==> config.mk <==
export PLATFORM = sky130hd
export DESIGN_NAME = uart_out_port_flat
export DESIGN_NICKNAME = d
export VERILOG_FILES = /design/src/rtl/uart_out_port_if.sv /design/src/rtl/uart_out_port.sv /design/src/flat_wrapper.sv
export SDC_FILE = /design/constraint.sdc
export NUM_CORES = 1
export LEC_CHECK = 0
export CORE_ASPECT_RATIO = 1.5
export CORE_MARGIN = 5
export CORE_UTILIZATION = 29
export DETAILED_ROUTE_END_ITERATION = 16
export PLACE_DENSITY_LB_ADDON = 0.05
export SYNTH_ARGS = -nofsm -noshare
export SYNTH_HDL_FRONTEND = slang
export SYNTH_SLANG_ARGS = --single-unit
==> constraint.sdc <==
create_clock -name clk -period 3.2 [get_ports clk]
set_clock_uncertainty 0.2 [all_clocks]
set_input_delay 0.64 -clock clk [delete_from_list [all_inputs] [get_ports clk]]
set_output_delay 0.64 -clock clk [all_outputs]
set_load 0.02 [all_outputs]
==> src/rtl/uart_out_port_if.sv <==
// Write-side bus between the processor output register and uart_out_port.
// The core drives data/strobe and samples full/overflow; there is no backpressure.
interface uart_out_port_if;
    logic [7:0] wr_data;
    logic       wr_en;
    logic       full;
    logic       overflow;

    modport master (
        output wr_data,
        output wr_en,
        input  full,
        input  overflow
    );

    modport slave (
        input  wr_data,
        input  wr_en,
        output full,
        output overflow
    );
endinterface

==> src/rtl/uart_out_port.sv <==
// Byte FIFO plus 8N1 UART transmitter for the processor's print path.
// Optional feature: define UART_OUT_PARITY_EN to add an even-parity bit before stop.
module uart_out_port #(
    parameter int CLKS_PER_BIT = 16,
    parameter int DEPTH_LOG2   = 3
) (
    input  logic             clk,
    input  logic             rst,
    uart_out_port_if.slave   bus,
    output logic             tx,
    output logic             busy
);
    localparam int DEPTH  = 1 << DEPTH_LOG2;
    localparam int BAUD_W = $clog2(CLKS_PER_BIT);
    localparam logic [BAUD_W-1:0]   BAUD_LAST  = BAUD_W'(CLKS_PER_BIT - 1);
    localparam logic [DEPTH_LOG2:0] COUNT_FULL = (DEPTH_LOG2 + 1)'(DEPTH);

    typedef enum logic [2:0] {
        IDLE,
        START,
        DATA,
`ifdef UART_OUT_PARITY_EN
        PARITY,
`endif
        STOP
    } state_e;

    state_e                state_q, state_d;
    logic [7:0]            mem [DEPTH];
    logic [DEPTH_LOG2-1:0] wr_ptr_q, wr_ptr_d;
    logic [DEPTH_LOG2-1:0] rd_ptr_q, rd_ptr_d;
    logic [DEPTH_LOG2:0]   count_q, count_d;
    logic                  full_q, full_d;
    logic                  overflow_q, overflow_d;
    logic [BAUD_W-1:0]     baud_q, baud_d;
    logic [2:0]            bit_q, bit_d;
    logic [7:0]            shift_q, shift_d;
    logic                  tx_q, tx_d;
`ifdef UART_OUT_PARITY_EN
    logic                  parity_q, parity_d;
`endif

    logic       push;
    logic       pop;
    logic       baud_done;
    logic [7:0] head;

    assign push      = bus.wr_en && (count_q < COUNT_FULL);
    assign baud_done = (baud_q == BAUD_LAST);
    assign head      = mem[rd_ptr_q];

    // NOTE: every signal written here gets a default first, so no latches are inferred.
    always_comb begin
        state_d  = state_q;
        baud_d   = baud_q;
        bit_d    = bit_q;
        shift_d  = shift_q;
        pop      = 1'b0;
`ifdef UART_OUT_PARITY_EN
        parity_d = parity_q;
`endif

        if (state_q != IDLE) begin
            baud_d = baud_done ? '0 : baud_q + 1'b1;
        end

        unique case (state_q)
            IDLE: begin
                if (count_q != '0) begin
                    pop     = 1'b1;
                    state_d = START;
                end
            end
            START: begin
                if (baud_done) state_d = DATA;
            end
            DATA: begin
                if (baud_done) begin
                    shift_d = shift_q >> 1;
                    bit_d   = bit_q + 1'b1;
                    if (bit_q == 3'd7) begin
`ifdef UART_OUT_PARITY_EN
                        state_d = PARITY;
`else
                        state_d = STOP;
`endif
                    end
                end
            end
`ifdef UART_OUT_PARITY_EN
            PARITY: begin
                if (baud_done) state_d = STOP;
            end
`endif
            STOP: begin
                if (baud_done) begin
                    if (count_q != '0) begin
                        pop     = 1'b1;
                        state_d = START;
                    end else begin
                        state_d = IDLE;
                    end
                end
            end
            default: state_d = IDLE;
        endcase

        // Loading a new frame restarts both counters, from IDLE or straight out of STOP.
        if (pop) begin
            shift_d  = head;
            bit_d    = '0;
            baud_d   = '0;
`ifdef UART_OUT_PARITY_EN
            parity_d = ^head;
`endif
        end

        wr_ptr_d = push ? wr_ptr_q + 1'b1 : wr_ptr_q;
        rd_ptr_d = pop  ? rd_ptr_q + 1'b1 : rd_ptr_q;
        unique case ({push, pop})
            2'b10:   count_d = count_q + 1'b1;
            2'b01:   count_d = count_q - 1'b1;
            default: count_d = count_q;
        endcase
        full_d     = (count_d == COUNT_FULL);
        overflow_d = overflow_q || (bus.wr_en && !push);

        unique case (state_d)
            START:   tx_d = 1'b0;
            DATA:    tx_d = shift_d[0];
`ifdef UART_OUT_PARITY_EN
            PARITY:  tx_d = parity_d;
`endif
            default: tx_d = 1'b1;
        endcase
    end

    always_ff @(posedge clk or negedge rst) begin
        if (!rst) begin
            state_q    <= IDLE;
            wr_ptr_q   <= '0;
            rd_ptr_q   <= '0;
            count_q    <= '0;
            full_q     <= 1'b0;
            overflow_q <= 1'b0;
            baud_q     <= '0;
            bit_q      <= '0;
            shift_q    <= '0;
            tx_q       <= 1'b1;
`ifdef UART_OUT_PARITY_EN
            parity_q   <= 1'b0;
`endif
        end else begin
            state_q    <= state_d;
            wr_ptr_q   <= wr_ptr_d;
            rd_ptr_q   <= rd_ptr_d;
            count_q    <= count_d;
            full_q     <= full_d;
            overflow_q <= overflow_d;
            baud_q     <= baud_d;
            bit_q      <= bit_d;
            shift_q    <= shift_d;
            tx_q       <= tx_d;
`ifdef UART_OUT_PARITY_EN
            parity_q   <= parity_d;
`endif
        end
    end

    // NOTE: the byte store has no reset; clearing count and pointers already discards it.
    always_ff @(posedge clk) begin
        if (push) mem[wr_ptr_q] <= bus.wr_data;
    end

    assign bus.full     = full_q;
    assign bus.overflow = overflow_q;
    assign tx           = tx_q;
    assign busy         = (state_q != IDLE) || (count_q != '0);
endmodule

==> src/flat_wrapper.sv <==
// flat-port wrapper written by rule: the top's interface ports become plain ports
module uart_out_port_flat 
#(
    parameter int CLKS_PER_BIT = 16,
    parameter int DEPTH_LOG2   = 3
)
  (clk, rst, tx, busy, bus_wr_data, bus_wr_en, bus_full, bus_overflow);
  uart_out_port_if bus_i ();
  input  logic clk;
  input  logic rst;
  output logic tx;
  output logic busy;
  input wire logic [$bits(bus_i.wr_data)-1:0] bus_wr_data;
  input wire logic [$bits(bus_i.wr_en)-1:0] bus_wr_en;
  output wire logic [$bits(bus_i.full)-1:0] bus_full;
  output wire logic [$bits(bus_i.overflow)-1:0] bus_overflow;
  assign bus_i.wr_data = bus_wr_data;
  assign bus_i.wr_en = bus_wr_en;
  assign bus_full = bus_i.full;
  assign bus_overflow = bus_i.overflow;
  uart_out_port #(.CLKS_PER_BIT(CLKS_PER_BIT), .DEPTH_LOG2(DEPTH_LOG2)) u_core (.clk(clk), .rst(rst), .bus(bus_i), .tx(tx), .busy(busy));
endmodule
Word level (Yosys, flattened, before mapping). Memory sizes are Yosys's and may differ from the RTL's. Cells that the tools add are included.

Reduce and logical (&&, ||, !) cells: 12. Mux-type cells: 23. Add/subtract/negate cells: 6. Order comparisons: 1. Equality and inequality tests: 10.

Operators by type and width (count): 3-bit 2-to-1 mux (8); 8-bit 2-to-1 mux (3); 4-bit 2-to-1 mux (3); 3-bit one-hot mux with 4 select lines (1); 3-bit by 1-bit adder with 3-bit output (second input constant) (3); 3-bit by 2-bit equality test with 1-bit output (second input constant) (3); 4-bit by 1-bit adder with 4-bit output (second input constant) (2); 4-bit equality test (second input constant) (2); 4-bit one-hot mux with 2 select lines (1); 3-bit by 1-bit equality test with 1-bit output (second input constant) (2); 2-bit nonzero test (3); 1-bit 2-to-1 mux (5); 4-bit less-than comparator (second input constant) (1); 1-bit one-hot mux with 2 select lines (2); 4-bit nonzero test (1); 4-bit by 1-bit subtractor with 4-bit output (second input constant) (1); 3-bit equality test (second input constant) (1); 3-bit logical NOT (1); 3-bit nonzero test (1); 2-bit by 1-bit equality test with 1-bit output (second input constant) (1); 2-bit equality test (second input constant) (1); 1-bit logical AND (2); 1-bit logical OR (2); 2-bit AND reduction (1); 1-bit logical NOT (1).

Bits in registers: 31. Bits in writable memories: 64. Input port bits: 11. Memories: 1. Word-level logic and storage cells: 64. Output and inout port bits: 4.

Memory list: u_core.mem (words 8, bits a word 8, read ports 1, clocked after memory_dff 0, wr ports 1, RTL line uart_out_port.sv:29) `logic [7:0] mem [DEPTH];`.

Logic depth before layout (Yosys ltp). Gate-level depths: netlist of run 1.

Depth after elaboration: 7. Depth in mapped cells: 12. Depth with buffers taken out: 12.

Worst setup path after synthesis of run 1. No wires, ideal clock.

Path type: reg2reg. Start: register u_core.baud_q[0]. End: register u_core.full_q (netlist: u_core.bus.full). Stages on the path, launching flop included: 13. Data required time: 2.905 ns. Slack: 0.426 ns. Library setup time: 0.095 ns. Buffers on the path: 0. Data arrival time: 2.479 ns. Clock period less this slack: 2.774 ns. Cell sequence: dfrtp_1 > ha_1 > nand3_2 > a2111o_2 > clkinv_2 > nand2_2 > xnor2_1 > ha_1 > a21oi_1 > o21ai_1 > nor3b_2 > xor2_1 > nor4b_2.

Word-level cells in the longest chain between the ends: 6. Elaborated cells between the ends (all ways): 7. Those cells by class: eq/ne (4); mux (3).

Ends and longest elaborated chain: start, declared (RTL line uart_out_port.sv:35) `logic [BAUD_W-1:0] baud_q, baud_d;`; start signal, assigned (RTL line uart_out_port.sv:160) `baud_q <= baud_d;`; 4-bit equality test * (RTL line uart_out_port.sv:49) `assign baud_done = (baud_q == BAUD_LAST);`; 1-bit 2-to-1 mux * (RTL line uart_out_port.sv:96) `if (baud_done) begin`; 1-bit one-hot mux with 2 select lines * (RTL line uart_out_port.sv:67) `unique case (state_q)`; 2-bit by 1-bit equality test with 1-bit output / 2-bit equality test (equally long branches) (RTL line uart_out_port.sv:120) `unique case ({push, pop})`; 4-bit one-hot mux with 2 select lines * (RTL line uart_out_port.sv:120); via u_core.count_d[2] (RTL line uart_out_port.sv:32) `logic [DEPTH_LOG2:0] count_q, count_d;`; 4-bit equality test * (RTL line uart_out_port.sv:125) `full_d = (count_d == COUNT_FULL);`; via u_core.full_d (RTL line uart_out_port.sv:33) `logic full_q, full_d;`; end signal, assigned (RTL line uart_out_port.sv:158) `full_q <= full_d;`; end, declared (RTL line uart_out_port.sv:33).

Mark *: on every way through the listed nets, which the timed path passes. The rest lies on a longest branch. A chain may end at the register's enable or synchronous reset.

Worst setup path in the final report of run 1.
Start: register u_core.count_q[3]. End: output busy.

Word-level cells in the longest chain between the ends: 2.

Ends and longest elaborated chain: start, declared (RTL line uart_out_port.sv:32); start signal, assigned (RTL line uart_out_port.sv:157) `count_q <= count_d;`; 4-bit nonzero test (RTL line uart_out_port.sv:178) `assign busy = (state_q != IDLE) || (count_q != '0);`; 1-bit logical OR (RTL line uart_out_port.sv:178); end, declared (RTL line flat_wrapper.sv:12) `output logic busy;`.

Every way passes these cells.

==> run_results.csv, run 1 <==
group,metric,value,unit
outcome,run_status,"finished clean",
critical_path,crit_type,"reg2out",
clock_network,clock_latency,0.34,ns
placement,dp_hpwl,5315,um
synthesis,synth_area_leaders,"edfxtp_1, dfrtp_1, mux4_2, mux2i_1, ha_1",
pwr,swShare,30.09,%
placement,io_buffers,14,
drt,first_pass_iters,4,
global_routing,grt_pass1_vias,2314,
timing,final_max_slew_viol_count,0,
pwr,p_per_area,845.2,mW/mm^2
critical_path,cp.required,2.36,ns
clock_network,root_buffer,"clkbuf_16",
synthesis,synth_edf_count,64,
synthesis,synth_compound_area_share,4.439,%
timing,fin_crit,3.006,ns
critical_path,cp-end-kind,"output pin",
timing,fin_crit_sh,93.94,%
clock_network,clock_sinks,95,
synthesis,syn_area,0.003946,mm^2
layout,insertedDiodeCount,0,
global_routing,grt_pass1_wl,13010,um
die,placementRows,52,
critical_path,cp-start-kind,"flop",
synthesis,async_flop_share,32.63,%
pwr,switching_power,1197,uW
clock_network,tritoncts,"yes",
synthesis,syn_nets,262,
layout,seq_area,0.002699,mm^2
drt,totalWireLength,8024,um
die,core-area,0.01340,mm^2
run,max_cap_violations,0,
pwr,ir_drop,0.2560,mV
clock_network,clockBufferDepth,2,
synthesis,ys_ff_latch,95,
critical_path,worstPathMaxFanout,6,
timing,whs,0.2683,ns
placement,gp_congestion,0.7183,
global_routing,grt_max_degree,32,
drt,via_per_inst,4.716,
synthesis,yosys_warnings,0,
drt,wl_per_cell,18.11,um
layout,area_growth,19.25,%
layout,drive_above_1_share,22.06,%
timing,worst_pin_slew,0.6624,ns
synthesis,yosysTopAreaCell,"edfxtp_1",
timing,final-hold-violation-count,0,
synthesis,avgSynthCellArea,16.17,um^2
drt,drc_errors,0,
worst_hold_path,hp-class,"reg2reg",
drt,drtIter0Drc,51,
pwr,p_total,3977,uW
critical_path,crit_arrival,2.17,ns
clock_network,clkTransAtPathRegs,0.07,ns
global_routing,track_usage,10.70,%
die,fp.dieH,152.9,um
global_routing,antenna_found_initial,0,
timing,max_freq,332.7,MHz
synthesis,synth_top_family_by_area,"multiplexers",
pwr,clockPowerShare,29.4,%
timing,tns,0,ns
clock_network,cts_setup_buffers,0,
die,fp.dieW,105.2,um
synthesis,synthDistinctLibCells,42,
layout,fillerInstances,1300,
clock_network,cts_max_level,3,
global_routing,grt_overflow,0,
synthesis,synth_fa_ha_area_share,2.219,%
clock_network,cts.repair.resized,0,
die,initial_core_util,29.44,%
layout,nets,294,
pwr,internal-power,2781,uW
synthesis,synth_xor_area_share,2.632,%
clock_network,cts_hold_buf,0,
die,die-area,0.01609,mm^2
pwr,p_leak,0.001737,uW
drt,via_count,2089,
synthesis,ys_dominant_reg_cell,"edfxtp_1",
pwr,comb_power_share,26.1,%
timing,relSlewSlack,55.84,%
synthesis,yosys.area_share.simple,8.497,%
pwr,p_seq_share,44.4,%
synthesis,synth_cells,244,
drt,ant_nets,0,
clock_network,cts_made_buffers,9,
synthesis,synthMuxAreaShare,12.49,%
timing,rsz0062_at_grt,"false",
layout,multiInputGateArea,0.001205,mm^2
die,design.portCount,15,
synthesis,ys_seq_area_share,68.39,%
synthesis,netlist_top_cells_count,"edfxtp_1, dfrtp_1, nand2_1",
timing,setup_viol_count_final,0,
synthesis,yosys.cell_count.top_type,"edfxtp_1",
synthesis,synth_top_area_share,48.70,%
==> critical path, cell delays in order (launching register included) <==
cell and delay [ns]:
dfrtp_1 0.43, nor4_1 0.33, buf_4 0.18, and3b_1 0.21
inv_1 0.12, clkdlybuf4s50_1 0.56
==> layout by cell type, fill, tap and decap left out, types with 3 or more instances in the layout <==
| cell | count |
|---|---|
| nor2_1 | 10 |
| mux2i_1 | 11 |
| buf_4 | 16 |
| nor3_1 | 5 |
| clkdlybuf4s50_1 | 14 |
| clkbuf_16 | 9 |
| nor2b_1 | 8 |
| nand2b_1 | 3 |
| edfxtp_1 | 64 |
| mux4_2 | 16 |
| xnor2_1 | 7 |
| a211oi_1 | 7 |
| nand2_1 | 19 |
| o21ai_0 | 3 |
| xor2_1 | 3 |
| ha_1 | 7 |
| dfrtp_1 | 30 |
| nand3_1 | 5 |
| a21oi_1 | 9 |
==> cell type report <==
cell class | instances | share of cell area [%]
tap | 162 | 4.307
inverter | 3 | 0.2659
sequential | 95 | 57.35
multi-input combinational | 137 | 25.61
clock inverter | 7 | 2.154
timing repair buffer | 30 | 5.530
clock buffer | 9 | 4.786
==> cells by family (layout without fill, tap and decap cells) <==
logic type	Yosys count	count (layout)
fa+ha+maj	7	7
xor+xnor	11	11
flops	95	95
mux	29	29
simple gates	62	62
compound gates	27	27
other cells	1	1
buf+inv	12	49
==> flip-flops by register name (all words and copies together) (netlist names) <==
name                 flops
u_core.shift_q           8
u_core.wr_ptr_q          3
u_core.state_q           3
u_core.count_q           4
u_core.bit_q             3
u_core.baud_q            4
u_core.mem              64
u_core.tx                1
u_core.bus.full          1
u_core.bus.overflow      1
u_core.rd_ptr_q          3
==> routing by layer <==
layer	track usage [%]	share of wire [%]	up-vias
met3	2.405	2.4	12
met5	0	0	-
li1	-	-	995
met2	18.41	53	23
met1	12.81	43	1059
met4	4.327	2.0	0
==> power groups by stage <==
stage	Combinational [uW]	Clock, uW	Sequential [uW]
final	1040	1170	1770
after detailed placement	1080	0	1800
after global routing	1170	1260	1810
after global placement	1080	0	1800
after floorplan	804	0	1710
after CTS	1080	1210	1770
==> stage by stage <==
step                instance area [um^2]  setup slack [ns]  std cells  utilization (%)
floorplan                           3946            0.4256        244                -
global route                        4706           0.07771        443            35.11
finish                              4706            0.1941        443            35.11
detailed placement                  4379            0.2774        427            32.67
CTS                                 4706            0.1365        443            35.11
global placement                    4379            0.2573        427            32.67
==> worst paths after layout <==
check	to	from	slack, ns	cells after the start
worst max-delay path	busy	u_core.count_q[3]$_DFF_PN0_	0.19	5
worst min-delay path	u_core.bus.overflow$_DFF_PN0_	u_core.bus.overflow$_DFF_PN0_	0.27	1
worst max register to register	u_core.bus.full$_DFF_PN0_	u_core.baud_q[0]$_DFFE_PN0P_	0.38	12
worst min register to register	u_core.bus.overflow$_DFF_PN0_	u_core.bus.overflow$_DFF_PN0_	0.27	1
max in group asynchronous	u_core.tx$_DFF_PN1_	rst	1.97	2
min in group asynchronous	u_core.count_q[2]$_DFF_PN0_	rst	0.50	2
Note: power is estimated with default switching activity, not from simulation.
==> inputs of run 2 (changes only) <==
--- a/config.mk
+++ b/config.mk
@@ -6,7 +6,7 @@
 export NUM_CORES = 1
 export LEC_CHECK = 0
 export CORE_ASPECT_RATIO = 1.5
-export CORE_MARGIN = 5
+export CORE_MARGIN = 2
 export CORE_UTILIZATION = 29
 export DETAILED_ROUTE_END_ITERATION = 16
 export PLACE_DENSITY_LB_ADDON = 0.05
==> run_results.csv, run 2 (same netlist as run 1, synthesis figures left out) <==
group,metric,value,unit
outcome,run_status,"finished clean",
timing,setup_viol_count_final,0,
pwr,switching_power,1210,uW
critical_path,cp.required,2.36,ns
critical_path,crit_path_cell_trace,"nor4_1 > buf_4 > and3b_1 > inv_1 > clkdlybuf4s50_1",
die,die-area,0.01458,mm^2
placement,pre_cts_slack,0.2525,ns
layout,drive_above_1_share,22.22,%
layout,mostFrequentLayoutCell,"edfxtp_1",
worst_hold_path,min_path_cells,1,
clock_network,cts_setup_buffers,0,
clock_network,root_buffer,"clkbuf_16",
layout,regMostFlops,"u_core.mem",
placement,io_buffers,14,
die,fp.dieH,146.9,um
timing,max_freq,334.3,MHz
placement,gp_congestion,0.7437,
timing,setup_ws,0.2088,ns
clock_network,clock_sinks,95,
clock_network,clkTransAtPathRegs,0.07,ns
critical_path,cp-start-kind,"flop",
pwr,clockPowerShare,28.0,%
critical_path,critPathTopFamily,"buffers and inverters",
clock_network,tritoncts,"yes",
layout,nets,292,
global_routing,grt_max_degree,32,
timing,rsz0062_at_grt,"false",
die,initial_core_util,29.44,%
critical_path,slowest_delay,0.56,ns
run,max_cap_violations,0,
global_routing,grt_pass1_wl,12860,um
pwr,internal-power,2710,uW
critical_path,reg2regPathDepth,12,
die,fp.dieW,99.25,um
clock_network,cts_made_buffers,9,
layout,reg_top3,"u_core.mem (64), u_core.shift_q (8)",
timing,worst_pin_slew,0.6375,ns
layout,insertedDiodeCount,0,
timing,relSlewSlack,57.50,%
critical_path,crit_type,"reg2out",
clock_network,cts_max_level,3,
drt,via_per_inst,4.673,
drt,ant_nets,0,
critical_path,crit_path_top_delay_cell,"clkdlybuf4s50_1",
pwr,p_seq_share,45.0,%
layout,layout_common_cells,"edfxtp_1, dfrtp_1, nand2_1, mux4_2, clkdlybuf4s50_1",
timing,final-hold-violation-count,0,
placement,dp.cells,425,
layout,largest_reg_flops,64,
global_routing,grt_overflow,0,
critical_path,cp-end-kind,"output pin",
layout,fillerInstances,1314,
die,core-area,0.01340,mm^2
drt,drtIter0Drc,88,
critical_path,crit_buf_inv,3,
die,design.portCount,15,
layout,instances_no_fill,441,
clock_network,clockBufferDepth,2,
pwr,swShare,30.86,%
critical_path,cp.depth,5,
layout,final_area,0.004684,mm^2
die,placementRows,52,
layout,area_growth,18.71,%
timing,fin_crit_sh,93.47,%
timing,final_max_slew_viol_count,0,
placement,dp_hpwl,5149,um
drt,totalWireLength,7986,um
pwr,p_per_area,836.8,mW/mm^2
timing,whs,0.2625,ns
drt,via_count,2061,
drt,wl_per_cell,18.11,um
timing,tns,0,ns
global_routing,track_usage,12.00,%
timing,fin_crit,2.991,ns
global_routing,antenna_found_initial,0,
drt,first_pass_iters,6,
worst_hold_path,hp-class,"reg2reg",
global_routing,grt_pass1_vias,2197,
clock_network,clock_latency,0.34,ns
critical_path,worstPathMaxFanout,6,
placement,placed_area,0.004377,mm^2
drt,drc_errors,0,
pwr,p_leak,0.001717,uW
critical_path,crit_arrival,2.15,ns
pwr,ir_drop,0.3165,mV
pwr,comb_power_share,26.9,%
[run 2: changes by cell type in the layout (fill, tap and decap cells not counted)]
cell / before / now
buf_4: 16 / 13
clkinv_4: 1 / 0
a21oi_1: 9 / 8
clkinv_2: 1 / 2
buf_12: 0 / 1
bufinv_16: 2 / 1
clkinvlp_4: 0 / 2
a21oi_2: 1 / 2
clkinv_1: 1 / 0
[run 2: power groups by stage]
| stage | sequential [uW] | combinational [uW] | clock (uW) |
|---|---|---|---|
| 2_1_floorplan | 1710 | 804 | 0 |
| 6_report | 1770 | 1060 | 1100 |
| 4_1_cts | 1770 | 1090 | 1140 |
| 5_1_grt | 1810 | 1200 | 1180 |
| 3_5_place_dp | 1800 | 1090 | 0 |
| 3_3_place_gp | 1790 | 1090 | 0 |
[run 2: worst paths after layout]
check | endpoint | slack [ns] | from
worst max-delay path | busy | 0.21 | u_core.count_q[3]$_DFF_PN0_
worst min-delay path | u_core.bus.overflow$_DFF_PN0_ | 0.26 | u_core.bus.overflow$_DFF_PN0_
worst max register to register | u_core.bus.full$_DFF_PN0_ | 0.30 | u_core.baud_q[0]$_DFFE_PN0P_
worst min register to register | u_core.bus.overflow$_DFF_PN0_ | 0.26 | u_core.bus.overflow$_DFF_PN0_
max in group asynchronous | u_core.tx$_DFF_PN1_ | 1.96 | rst
min in group asynchronous | u_core.count_q[2]$_DFF_PN0_ | 0.50 | rst
[run 2: area by class of cell]
cell class / instances / area [um^2] / area share, %
flip-flops and latches: 95 / 2699 / 57.61
clock buffers: 9 / 225.2 / 4.808
multi-input cells: 137 / 1209 / 25.80
well taps: 162 / 202.7 / 4.327
repair buffers: 28 / 257.7 / 5.502
inverters: 3 / 12.51 / 0.2671
clock inverters: 7 / 78.83 / 1.683
[run 2: per-stage QoR]
stage,util (%),power [uW]
2_1_floorplan,-,2510
3_3_place_gp,32.66,2884
3_5_place_dp,32.66,2887
4_1_cts,34.92,3999
5_1_grt,34.95,4197
6_report,34.95,3920
[run 2: worst register-to-register path: stages (launching register included)]
cell and delay (ns):
dfrtp_1 0.40, ha_1 0.24, nand3_2 0.11, a2111o_2 0.50
clkinv_2 0.14, nand2_2 0.09, xnor2_1 0.13, ha_1 0.19
a21oi_2 0.14, o21ai_1 0.08, nor3b_2 0.16, xor2_1 0.17
nor4b_2 0.27
[run 2: metal layers]
metal  GRT usage [%]  part of all wire, %  vias to the layer above
li1                -                    -                      987
met1           14.63                   43                     1046
met2           20.81                   53                       20
met3           2.854                  2.4                        8
met4           3.904                  1.4                        0
met5               0                    0                        -
[run 2: what timing repair did]
| action | CTS | global route |
|---|---|---|
| hold buffers | 0 | 0 |
| resized for setup | 0 | 1 |
| endpoints found under the setup margin | 0 | 1 |
| endpoints found under the hold margin | 0 | 0 |
==> inputs of run 3 (changes only) <==
--- a/config.mk
+++ b/config.mk
@@ -10,6 +10,7 @@
 export CORE_UTILIZATION = 29
 export DETAILED_ROUTE_END_ITERATION = 16
 export PLACE_DENSITY_LB_ADDON = 0.05
+export SLEW_MARGIN = 20
 export SYNTH_ARGS = -nofsm -noshare
 export SYNTH_HDL_FRONTEND = slang
 export SYNTH_SLANG_ARGS = --single-unit
==> results of run 3 <==
The final DEF is identical to that of run 2; final timing and power are the same.
